File: src/rtl/vga_timing.sv
// VGA raster timing generator: pixel/line counters, sync decode and a single
// output register that keeps renderer colour, blanking and sync aligned.
module vga_timing #(
  parameter int unsigned H_VISIBLE = 640,
  parameter int unsigned H_FRONT   = 16,
  parameter int unsigned H_SYNC    = 96,
  parameter int unsigned H_BACK    = 48,
  parameter int unsigned V_VISIBLE = 480,
  parameter int unsigned V_FRONT   = 10,
  parameter int unsigned V_SYNC    = 2,
  parameter int unsigned V_BACK    = 33
) (
  input  logic       clk25,
  input  logic       rst,
  input  logic [2:0] red_in,
  input  logic [2:0] green_in,
  input  logic [1:0] blue_in,
  output logic [9:0] xpos,
  output logic [9:0] ypos,
  output logic       frame_start,
  output logic [7:0] frame_count,
  output logic       vga_hsync,
  output logic       vga_vsync,
  output logic [2:0] vga_red,
  output logic [2:0] vga_green,
  output logic [1:0] vga_blue
);

  localparam logic [9:0] H_VIS   = 10'(H_VISIBLE);
  localparam logic [9:0] H_LAST  = 10'(H_VISIBLE + H_FRONT + H_SYNC + H_BACK - 1);
  localparam logic [9:0] HS_FIRST = 10'(H_VISIBLE + H_FRONT);
  localparam logic [9:0] HS_LAST  = 10'(H_VISIBLE + H_FRONT + H_SYNC - 1);
  localparam logic [9:0] V_VIS   = 10'(V_VISIBLE);
  localparam logic [9:0] V_LAST  = 10'(V_VISIBLE + V_FRONT + V_SYNC + V_BACK - 1);
  localparam logic [9:0] VS_FIRST = 10'(V_VISIBLE + V_FRONT);
  localparam logic [9:0] VS_LAST  = 10'(V_VISIBLE + V_FRONT + V_SYNC - 1);

  logic visible;
  logic hsync_n;
  logic vsync_n;
  logic x_last;
  logic y_last;

  always_comb begin
    visible = (xpos < H_VIS) && (ypos < V_VIS);
    hsync_n = !((xpos >= HS_FIRST) && (xpos <= HS_LAST));
    vsync_n = !((ypos >= VS_FIRST) && (ypos <= VS_LAST));
    x_last  = (xpos == H_LAST);
    y_last  = (ypos == V_LAST);
  end

  // Sync and colour are decoded from the same counter values and registered
  // together, so both reach the pins one clock after the counters.
  always_ff @(posedge clk25 or posedge rst) begin
    if (rst) begin
      xpos        <= '0;
      ypos        <= '0;
      frame_start <= 1'b0;
      frame_count <= '0;
      vga_hsync   <= 1'b1;
      vga_vsync   <= 1'b1;
      vga_red     <= '0;
      vga_green   <= '0;
      vga_blue    <= '0;
    end else begin
      if (x_last) begin
        xpos <= '0;
        if (y_last) ypos <= '0;
        else        ypos <= ypos + 10'd1;
      end else begin
        xpos <= xpos + 10'd1;
      end
      frame_start <= x_last && y_last;
      if (x_last && y_last) frame_count <= frame_count + 8'd1;
      vga_hsync <= hsync_n;
      vga_vsync <= vsync_n;
      vga_red   <= visible ? red_in   : '0;
      vga_green <= visible ? green_in : '0;
      vga_blue  <= visible ? blue_in  : '0;
    end
  end

endmodule

File: config.mk
export PLATFORM = sky130hd
export DESIGN_NAME = vga_timing
export DESIGN_NICKNAME = d
export VERILOG_FILES = /design/src/rtl/vga_timing.sv
export SDC_FILE = /design/constraint.sdc
export NUM_CORES = 1
export LEC_CHECK = 0
export BUFFER_PORTS_ARGS = -buffer_cell sky130_fd_sc_hd__buf_2
export CAP_MARGIN = 20
export CORE_MARGIN = 2
export CORE_UTILIZATION = 40
export CTS_CLUSTER_DIAMETER = 100
export DETAILED_ROUTE_END_ITERATION = 16
export PLACE_DENSITY = 0.67
export SLEW_MARGIN = 20
export SYNTH_ARGS = -nofsm -noshare
export SYNTH_HDL_FRONTEND = slang
export SYNTH_SLANG_ARGS = --single-unit
File: constraint.sdc
create_clock -name clk25 -period 4.2 [get_ports clk25]
set_clock_uncertainty 0.2 [all_clocks]
set_input_delay 0.84 -clock clk25 [delete_from_list [all_inputs] [get_ports clk25]]
set_output_delay 0.84 -clock clk25 [all_outputs]
set_load 0.005 [all_outputs]
==> results.cfg, run 1 <==
[clocking]
numCtsBuffers = 5
cts_sinks = 39
cts_tree = done
cts_resized = 0
cts.root.buffer_cell = clkbuf_8
clk_pin_slew_ns = 0.08
clk_path_buf_depth = 2
clk_latency_ns = 0.29
ctsHoldBuffers = 0
postCtsSetupBuffers = 0
cts-htree-levels = 2

[setup_path]
reg2reg_depth = 6
max_stage_delay_ns = 0.75
r2r_setup_slack_ns = 1.71
crit_slowest_cell = or4_1
path_cells = inv_1, ha_1, nand4_1, or4_1, nor2_4, mux2_1
endpoint_kind = flip-flop
crit_fanout = 8
required_ns = 4.16
critical_path_class = flip-flop to flip-flop
start_kind = flip-flop
crit_arrival_ns = 2.45

[synthesis]
synth_top_area_share_pct = 51.5
ys_async_sr_fraction_pct = 100
ys_seq_area_share_pct = 54.4
avgSynthCellArea_um2 = 11.5
synth-seq-cells = 39
synth_edf_count = 0
synthCells = 157
syn_area_mm2 = 0.00180
netlist_top_cells_count = 37 x dfrtp_1, 15 x nand3_1, 11 x and2_1, 10 x xnor2_1, 9 x xor2_1
ys_types = 35
ys.flop_type = dfrtp_1
ys_warn_count = 0
synth.area.top_cells = dfrtp_1 51%, xnor2_1 4.9%, xor2_1 4.4%
synth_most_common_cell = dfrtp_1
syn-num-nets = 172
yosysTopAreaCell = dfrtp_1

[place]
dp_slack_ns = 1.72
dpl_cell_area_mm2 = 0.00209
portBuffers = 48
gp_congestion = 0.871
dp_hpwl_mm = 2.60

[die]
die_y_um = 71.0
core_area_mm2 = 0.00435
die_x_um = 71.0
io_pins = 49
dieArea_mm2 = 0.00505
rows = 24
initial_core_util_pct = 41.3

[run]
maxCapViolations = 0

[routing]
drc = 0
route.antenna.remaining_nets = 0
dr.pass1.iters = 4
vias = 1332
drt_first_iter_violations = 26
wl_per_cell_um = 13.4
detail_route.vias_per_cell = 5.06
routed_wirelength_mm = 3.53

[sta]
setup_slack_ns = 1.71
fmax_ghz = 0.402
timing.setup.tns_ns = 0
grt_setup_unrepaired = no
setup-violations-final = 0
tightestPinTransition_ns = 0.869
period_minus_slack_ns = 2.49
hold_viol = 0
slew_headroom_pct = 41.7
hold-worst-slack_ns = 0.262
maxSlewViolCount = 0
fin_crit_sh_pct = 59.2

[grt]
grt_pass1_wl_mm = 5.78
grt_pass1_vias = 1239
antenna_found_initial = 0
grtUsageTotal_pct = 14.8
grt.overflow.total = 0
grt_max_degree = 40

[pwr]
p_clk_share_pct = 39.1
power_frac_comb_pct = 2.8
p_leak_uw = 0.00110
seqPwrFrac_pct = 58.1
p_total_uw = 654
switching_share_pct = 20.6
power.internal_uw = 520
switchingPower_uw = 135
cellPowerDensity_mw_per_mm2 = 300
irDropWorstVdd_v = 0.000192

[hold_path]
hp-class = flip-flop to flip-flop
hold_depth = 1

[layout]
fin_area_mm2 = 0.00218
insertedDiodeCount = 0
syn_to_final_growth_pct = 21.4
drive_gt1_share_pct = 31.3
fin_nets = 225

[outcome]
status = complete, no violations
## critical path, delay by kind of cell, from the launching register on
kind                       cells  cell delay (ns)
DFF                            1             0.43
muxes                          1             0.34
adders and majority gates      1             0.16
buffers and inverters          1             0.11
and+or+nand+nor                3             1.13
## registers in the layout (all words and copies together) (netlist names)
name	flops
vga_vsync	1
vga_blue	2
ypos	10
xpos	10
vga_red	3
vga_hsync	1
frame_count	8
frame_start	1
vga_green	3
## path summary, 6_finish.rpt
check	startpoint	to
max	ypos[0]	frame_count[1]
min	frame_count[7]	frame_count[7]
max reg2reg	ypos[0]	frame_count[1]
min reg2reg	frame_count[7]	frame_count[7]
max in group asynchronous	rst	vga_hsync
min in group asynchronous	rst	frame_count[7]
## metal layers
| metal | global-route usage, % | part of all wire, % | vias up |
|---|---|---|---|
| li1 | - | - | 662 |
| met1 | 19.6 | 46 | 628 |
| met2 | 22.5 | 47 | 33 |
| met3 | 3.85 | 4.2 | 9 |
| met4 | 7.55 | 2.8 | 0 |
| met5 | 0 | 0 | - |
## kinds of logic after synthesis
kind of cell	after synthesis	share of synthesized area, %
buffers and inverters	8	2.16
adder cells (fa/ha/maj)	5	3.48
multiplexers	2	1.18
AND/OR/NAND/NOR	73	25.8
AO/OA/AOI/OAI	11	3.69
XOR/XNOR	19	9.26
flip-flops	39	54.4
## stage by stage
step           cells  util [%]
2_1_floorplan    157         -
5_1_grt          263      50.1
6_report         263      50.1
3_3_place_gp     255      48.0
4_1_cts          263      50.1
3_5_place_dp     255      48.0
## power groups by stage
| stage | logic [uW] | registers (uW) | clock network (uW) |
|---|---|---|---|
| floorplan | 7.96 | 388 | 0 |
| CTS | 19.5 | 380 | 264 |
| global placement | 19.2 | 387 | 0 |
| global route | 21.3 | 380 | 282 |
| detailed placement | 19.5 | 387 | 0 |
| finish | 18.4 | 380 | 256 |
## cell type report
class,count,area (um^2)
fillers,408,2170
flip-flops and latches,39,978
multi-input cells,110,781
repair buffers,49,248
clock buffers,7,86.3
well taps,52,65.1
inverters,5,18.8
clock inverters,1,5.00
## placed cells by master, fill, tap and decap left out, types with 6 or more instances in the layout
| master | n |
|---|---|
| xor2_1 | 9 |
| nand3_1 | 15 |
| nand2_1 | 8 |
| nor2_1 | 6 |
| dfrtp_1 | 37 |
| buf_2 | 48 |
| clkbuf_8 | 6 |
| o21ai_0 | 6 |
| xnor2_1 | 10 |
| nand4_1 | 7 |
| and2_1 | 11 |
No activity file was read; power rests on OpenSTA's default activity.
==> run 2: changes to the inputs <==
--- a/config.mk
+++ b/config.mk
@@ -5,13 +5,14 @@
 export SDC_FILE = /design/constraint.sdc
 export NUM_CORES = 1
 export LEC_CHECK = 0
+export ABC_AREA = 1
 export BUFFER_PORTS_ARGS = -buffer_cell sky130_fd_sc_hd__buf_2
 export CAP_MARGIN = 20
 export CORE_MARGIN = 2
 export CORE_UTILIZATION = 40
 export CTS_CLUSTER_DIAMETER = 100
 export DETAILED_ROUTE_END_ITERATION = 16
-export PLACE_DENSITY = 0.67
+export PLACE_DENSITY = 0.66
 export SLEW_MARGIN = 20
 export SYNTH_ARGS = -nofsm -noshare
 export SYNTH_HDL_FRONTEND = slang
==> constraint.sdc (replaced) <==
create_clock -name clk25 -period 2.3 [get_ports clk25]
set_clock_uncertainty 0.2 [all_clocks]
set_input_delay 0.46 -clock clk25 [delete_from_list [all_inputs] [get_ports clk25]]
set_output_delay 0.46 -clock clk25 [all_outputs]
set_load 0.005 [all_outputs]
==> results.cfg, run 2 <==
[synthesis]
synth_top_area_share_pct = 46.5
synth.area.top_cells = dfrtp_1 46%, nand2_1 11%, inv_1 7.0%
syn_area_mm2 = 0.00199
synth_edf_count = 0
avgSynthCellArea_um2 = 8.14
ys_async_sr_fraction_pct = 100
ys_seq_area_share_pct = 49.1
synth_most_common_cell = nand2_1
synthCells = 245
ys.flop_type = dfrtp_1
syn-num-nets = 260
synth-seq-cells = 39
netlist_top_cells_count = 61 x nand2_1, 37 x dfrtp_1, 37 x inv_1, 32 x nor2_1, 17 x nand3_1
ys_warn_count = 0
yosysTopAreaCell = dfrtp_1
ys_types = 27

[die]
dieArea_mm2 = 0.00556
io_pins = 49
rows = 25
die_y_um = 74.6
core_area_mm2 = 0.00475
initial_core_util_pct = 41.9
die_x_um = 74.6

[sta]
fin_crit_sh_pct = 79.0
hold_viol = 0
maxSlewViolCount = 0
tightestPinTransition_ns = 0.482
timing.setup.tns_ns = 0
grt_setup_unrepaired = no
period_minus_slack_ns = 1.82
fmax_ghz = 0.550
slew_headroom_pct = 67.9
setup-violations-final = 0

[place]
portBuffers = 48
dpl_cell_area_mm2 = 0.00231
dp_hpwl_mm = 2.97
gp_congestion = 0.809

[layout]
fillCellCount = 474
layout_commonest_cell = nand2_1
multiInputGateArea_um2 = 851
insertedDiodeCount = 0
final_cell_mix = 61 x nand2_1, 48 x buf_2, 37 x inv_1, 37 x dfrtp_1, 32 x nor2_1
syn_to_final_growth_pct = 20.3
fin_area_mm2 = 0.00240
top_regs = xpos x10, ypos x10, frame_count x8
drive_gt1_share_pct = 23.3
fin_nets = 315
regArea_um2 = 978

[clocking]
clk_latency_ns = 0.30
numCtsBuffers = 5
cts-htree-levels = 2
cts_sinks = 39
cts_tree = done
ctsHoldBuffers = 0
clk_pin_slew_ns = 0.08
clk_path_buf_depth = 2
cts.root.buffer_cell = clkbuf_8
cts_resized = 0
postCtsSetupBuffers = 0

[setup_path]
critical_path_buf_inv_count = 1
crit_fanout = 11
critPathMostFrequentCell = nand2_1
start_kind = flip-flop
max_stage_delay_ns = 0.41
crit_slowest_cell = dfrtp_1
crit_arrival_ns = 1.81
critical_path_class = flip-flop to flip-flop
cpLargestDelayFamily = simple AND/OR/NAND/NOR gates
required_ns = 2.29
path_cells = ha_1, nand2_2, nor2_4, nand4_4, clkinv_2, nand2_1, nand2_1, nand2_1
endpoint_kind = flip-flop

[run]
maxCapViolations = 0

[grt]
grt_pass1_wl_mm = 7.18
grt_max_degree = 40
antenna_found_initial = 0
grt.overflow.total = 0
grtUsageTotal_pct = 17.0
grt_pass1_vias = 1610

[routing]
routed_wirelength_mm = 4.04
route.antenna.remaining_nets = 0
wl_per_cell_um = 11.0
drt_first_iter_violations = 147
drc = 0
vias = 1723
dr.pass1.iters = 6
detail_route.vias_per_cell = 4.68

[pwr]
power.internal_uw = 918
cellPowerDensity_mw_per_mm2 = 494
irDropWorstVdd_v = 0.000254
switching_share_pct = 22.5
p_leak_uw = 0.00137
p_clk_share_pct = 38.5
seqPwrFrac_pct = 58.6
power_frac_comb_pct = 2.9
switchingPower_uw = 266

[hold_path]
hp-class = primary input to async pin

[outcome]
status = complete, no violations
-- run 2: final cells by class --
cell class / instances / area share (%)
Clock buffer: 6 / 3.03
Clock inverter: 2 / 0.522
Inverter: 40 / 6.36
Multi-Input combinational cell: 165 / 35.5
Sequential cell: 39 / 40.8
Tap cell: 67 / 3.50
Timing Repair Buffer: 49 / 10.3
-- run 2: path summary, 6_finish.rpt --
check	start	end	slack [ns]	cells past startpoint
hold reg to reg	xpos[0]	xpos[0]	0.31	1
hold / removal	rst	vga_red[0]	0.06	3
max in group asynchronous	rst	vga_vsync	1.47	3
setup reg to reg	xpos[0]	frame_count[2]	0.48	8
min in group clk25	green_in[0]	vga_green[0]	0.16	3
setup / recovery	xpos[0]	frame_count[2]	0.48	8
-- run 2: per-stage QoR --
step                hold WS, ns  utilization, %  std cells  setup slack (ns)  total power [uW]
floorplan                 0.295               -        245             0.713               724
global placement          0.283            48.7        360             0.558               744
detailed placement        0.306            48.7        360             0.502               744
CTS                      0.0804            50.4        368             0.484              1200
global route              0.108            50.4        368             0.340              1240
finish                   0.0574            50.4        368             0.483              1180
-- run 2: cell families (layout without fill, tap and decap cells) --
logic type,Yosys count,count (layout),synth area share [%]
buf+inv,41,97,8.22
compound gates,16,16,4.14
fa+ha+maj,5,5,3.14
flops,39,39,49.1
simple gates,135,135,31.5
xor+xnor,9,9,3.96
-- run 2: worst register-to-register path, cell delays in order (launching register included) --
cell	delay [ns]
dfrtp_1	0.41
ha_1	0.25
nand2_2	0.09
nor2_4	0.15
nand4_4	0.19
clkinv_2	0.19
nand2_1	0.12
nand2_1	0.07
nand2_1	0.05
-- run 2: power by group through the flow --
stage | logic, uW | registers, uW | clock network, uW
floorplan | 15.6 | 709 | 0
global placement | 36.4 | 707 | 0
detailed placement | 36.8 | 707 | 0
CTS | 36.7 | 694 | 474
global route | 41.6 | 695 | 508
finish | 34.8 | 694 | 456
-- run 2: metal layers --
metal | global-route usage [%] | share of wire [%]
met1 | 23.3 | 47
met2 | 25.7 | 44
met4 | 7.14 | 2.0
met5 | 0 | 0
met3 | 4.34 | 6.2
==> run 3: changes to the inputs <==
==> constraint.sdc (replaced) <==
create_clock -name clk25 -period 1.75 [get_ports clk25]
set_clock_uncertainty 0.2 [all_clocks]
set_input_delay 0.35 -clock clk25 [delete_from_list [all_inputs] [get_ports clk25]]
set_output_delay 0.35 -clock clk25 [all_outputs]
set_load 0.005 [all_outputs]
==> results.cfg, run 3 (same netlist as run 2, synthesis figures left out) <==
[die]
die_x_um = 74.6
rows = 25
io_pins = 49
initial_core_util_pct = 41.9
core_area_mm2 = 0.00475
dieArea_mm2 = 0.00556
die_y_um = 74.6

[pwr]
irDropWorstVdd_v = 0.000545
p_leak_uw = 0.00146
p_total_uw = 1620
cellPowerDensity_mw_per_mm2 = 638

[layout]
insertedDiodeCount = 0
fin_nets = 329
instances_no_fill = 382
fin_area_mm2 = 0.00254
regArea_um2 = 978
drive_gt1_share_pct = 26.7
multiInputGateArea_um2 = 853
final_cell_mix = 61 x nand2_1, 48 x buf_2, 37 x inv_1, 37 x dfrtp_1, 32 x nor2_1
syn_to_final_growth_pct = 27.4
fillCellCount = 484
top_regs = xpos x10, ypos x10, frame_count x8
post-route-util_pct = 53.4
layout_commonest_cell = nand2_1

[setup_path]
path_cells = ha_2, nand2_2, nor2_4, nand4_1, nor3_1, nor2_1
crit_slowest_cell = dfrtp_1
required_ns = 1.72
crit_arrival_ns = 1.65
start_kind = flip-flop
critical_path_class = flip-flop to flip-flop
crit_fanout = 4
endpoint_kind = flip-flop
max_stage_delay_ns = 0.38

[grt]
grtUsageTotal_pct = 16.1
grt_max_degree = 40
grt_pass1_wl_mm = 6.87
antenna_found_initial = 0
grt_pass1_vias = 1556
grt.overflow.total = 0

[outcome]
status = complete, no violations

[sta]
setup-violations-final = 0
hold_viol = 0
slew_headroom_pct = 75.7
fin_crit_sh_pct = 96.3
tightestPinTransition_ns = 0.362
period_minus_slack_ns = 1.68
fmax_ghz = 0.593
maxSlewViolCount = 0

[place]
placed_cells = 368
gp_congestion = 0.815
portBuffers = 48
dp_hpwl_mm = 3.04
dpl_cell_area_mm2 = 0.00239

[clocking]
clk_pin_slew_ns = 0.07
cts_tree = done
numCtsBuffers = 5
clk_path_buf_depth = 2
cts-htree-levels = 2
cts.root.buffer_cell = clkbuf_8
cts_sinks = 39
clk_latency_ns = 0.28

[routing]
dr.pass1.iters = 4
drc = 0
wl_per_cell_um = 10.9
detail_route.vias_per_cell = 4.52
vias = 1725
drt_first_iter_violations = 71
routed_wirelength_mm = 4.17
route.antenna.remaining_nets = 0

[hold_path]
hp-class = primary input to flip-flop

[run]
maxCapViolations = 0
[run 3: cell type report]
class	count	share of cell area (%)
inverters	40	6.16
well taps	67	3.30
clock buffers	8	3.94
multi-input cells	165	33.6
repair buffers	63	14.5
flip-flops and latches	39	38.5
[run 3: path summary, 6_finish.rpt]
check	slack, ns	depth (start not counted)	from	endpoint
min in group asynchronous	0.46	4	rst	vga_blue[1]
max	0.07	6	xpos[1]	ypos[7]
min reg2reg	0.35	2	xpos[0]	xpos[0]
min	0.07	3	blue_in[1]	vga_blue[1]
max reg2reg	0.07	6	xpos[1]	ypos[7]
max in group asynchronous	0.64	4	rst	vga_hsync
[run 3: metal layers]
layer  vias to the layer above  routed length (um)  global-route usage [%]  part of all wire [%]
li1                        904                   -                       -                     -
met1                       782                2040                    21.6                    49
met2                        37                1950                    26.3                    47
met3                         2                 149                    3.39                   3.6
met4                         0                  36                    5.36                  0.86
met5                         -                   0                       0                     0
[run 3: report_power, final]
group	internal [uW]	switching, uW
sequential	910	1.97
combinational	23.1	28.9
clock	360	296
[run 3: what timing repair did]
action / 4_1_cts / 5_1_grt
setup endpoints to repair: 0 / 6
setup buffers: 0 / 5
hold buffers: 1 / 0
resized for setup: 0 / 4
endpoints found under the hold margin: 37 / 0
[run 3: critical path: cells and delay by family (launching register included)]
family	cells	cell delay, ns
and+or+nand+nor	5	0.76
adders and majority gates	1	0.23
DFF	1	0.38
[run 3: per-stage QoR]
step	hold WS [ns]	TNS [ns]	worst slack, ns
final	0.0683	0	0.0650
after global routing	0.0607	-0.0466	-0.0248
after CTS	0.0539	0	0.0311
after detailed placement	0.219	0	0.0379
after global placement	0.222	0	0.0793
after floorplan	0.256	0	0.163
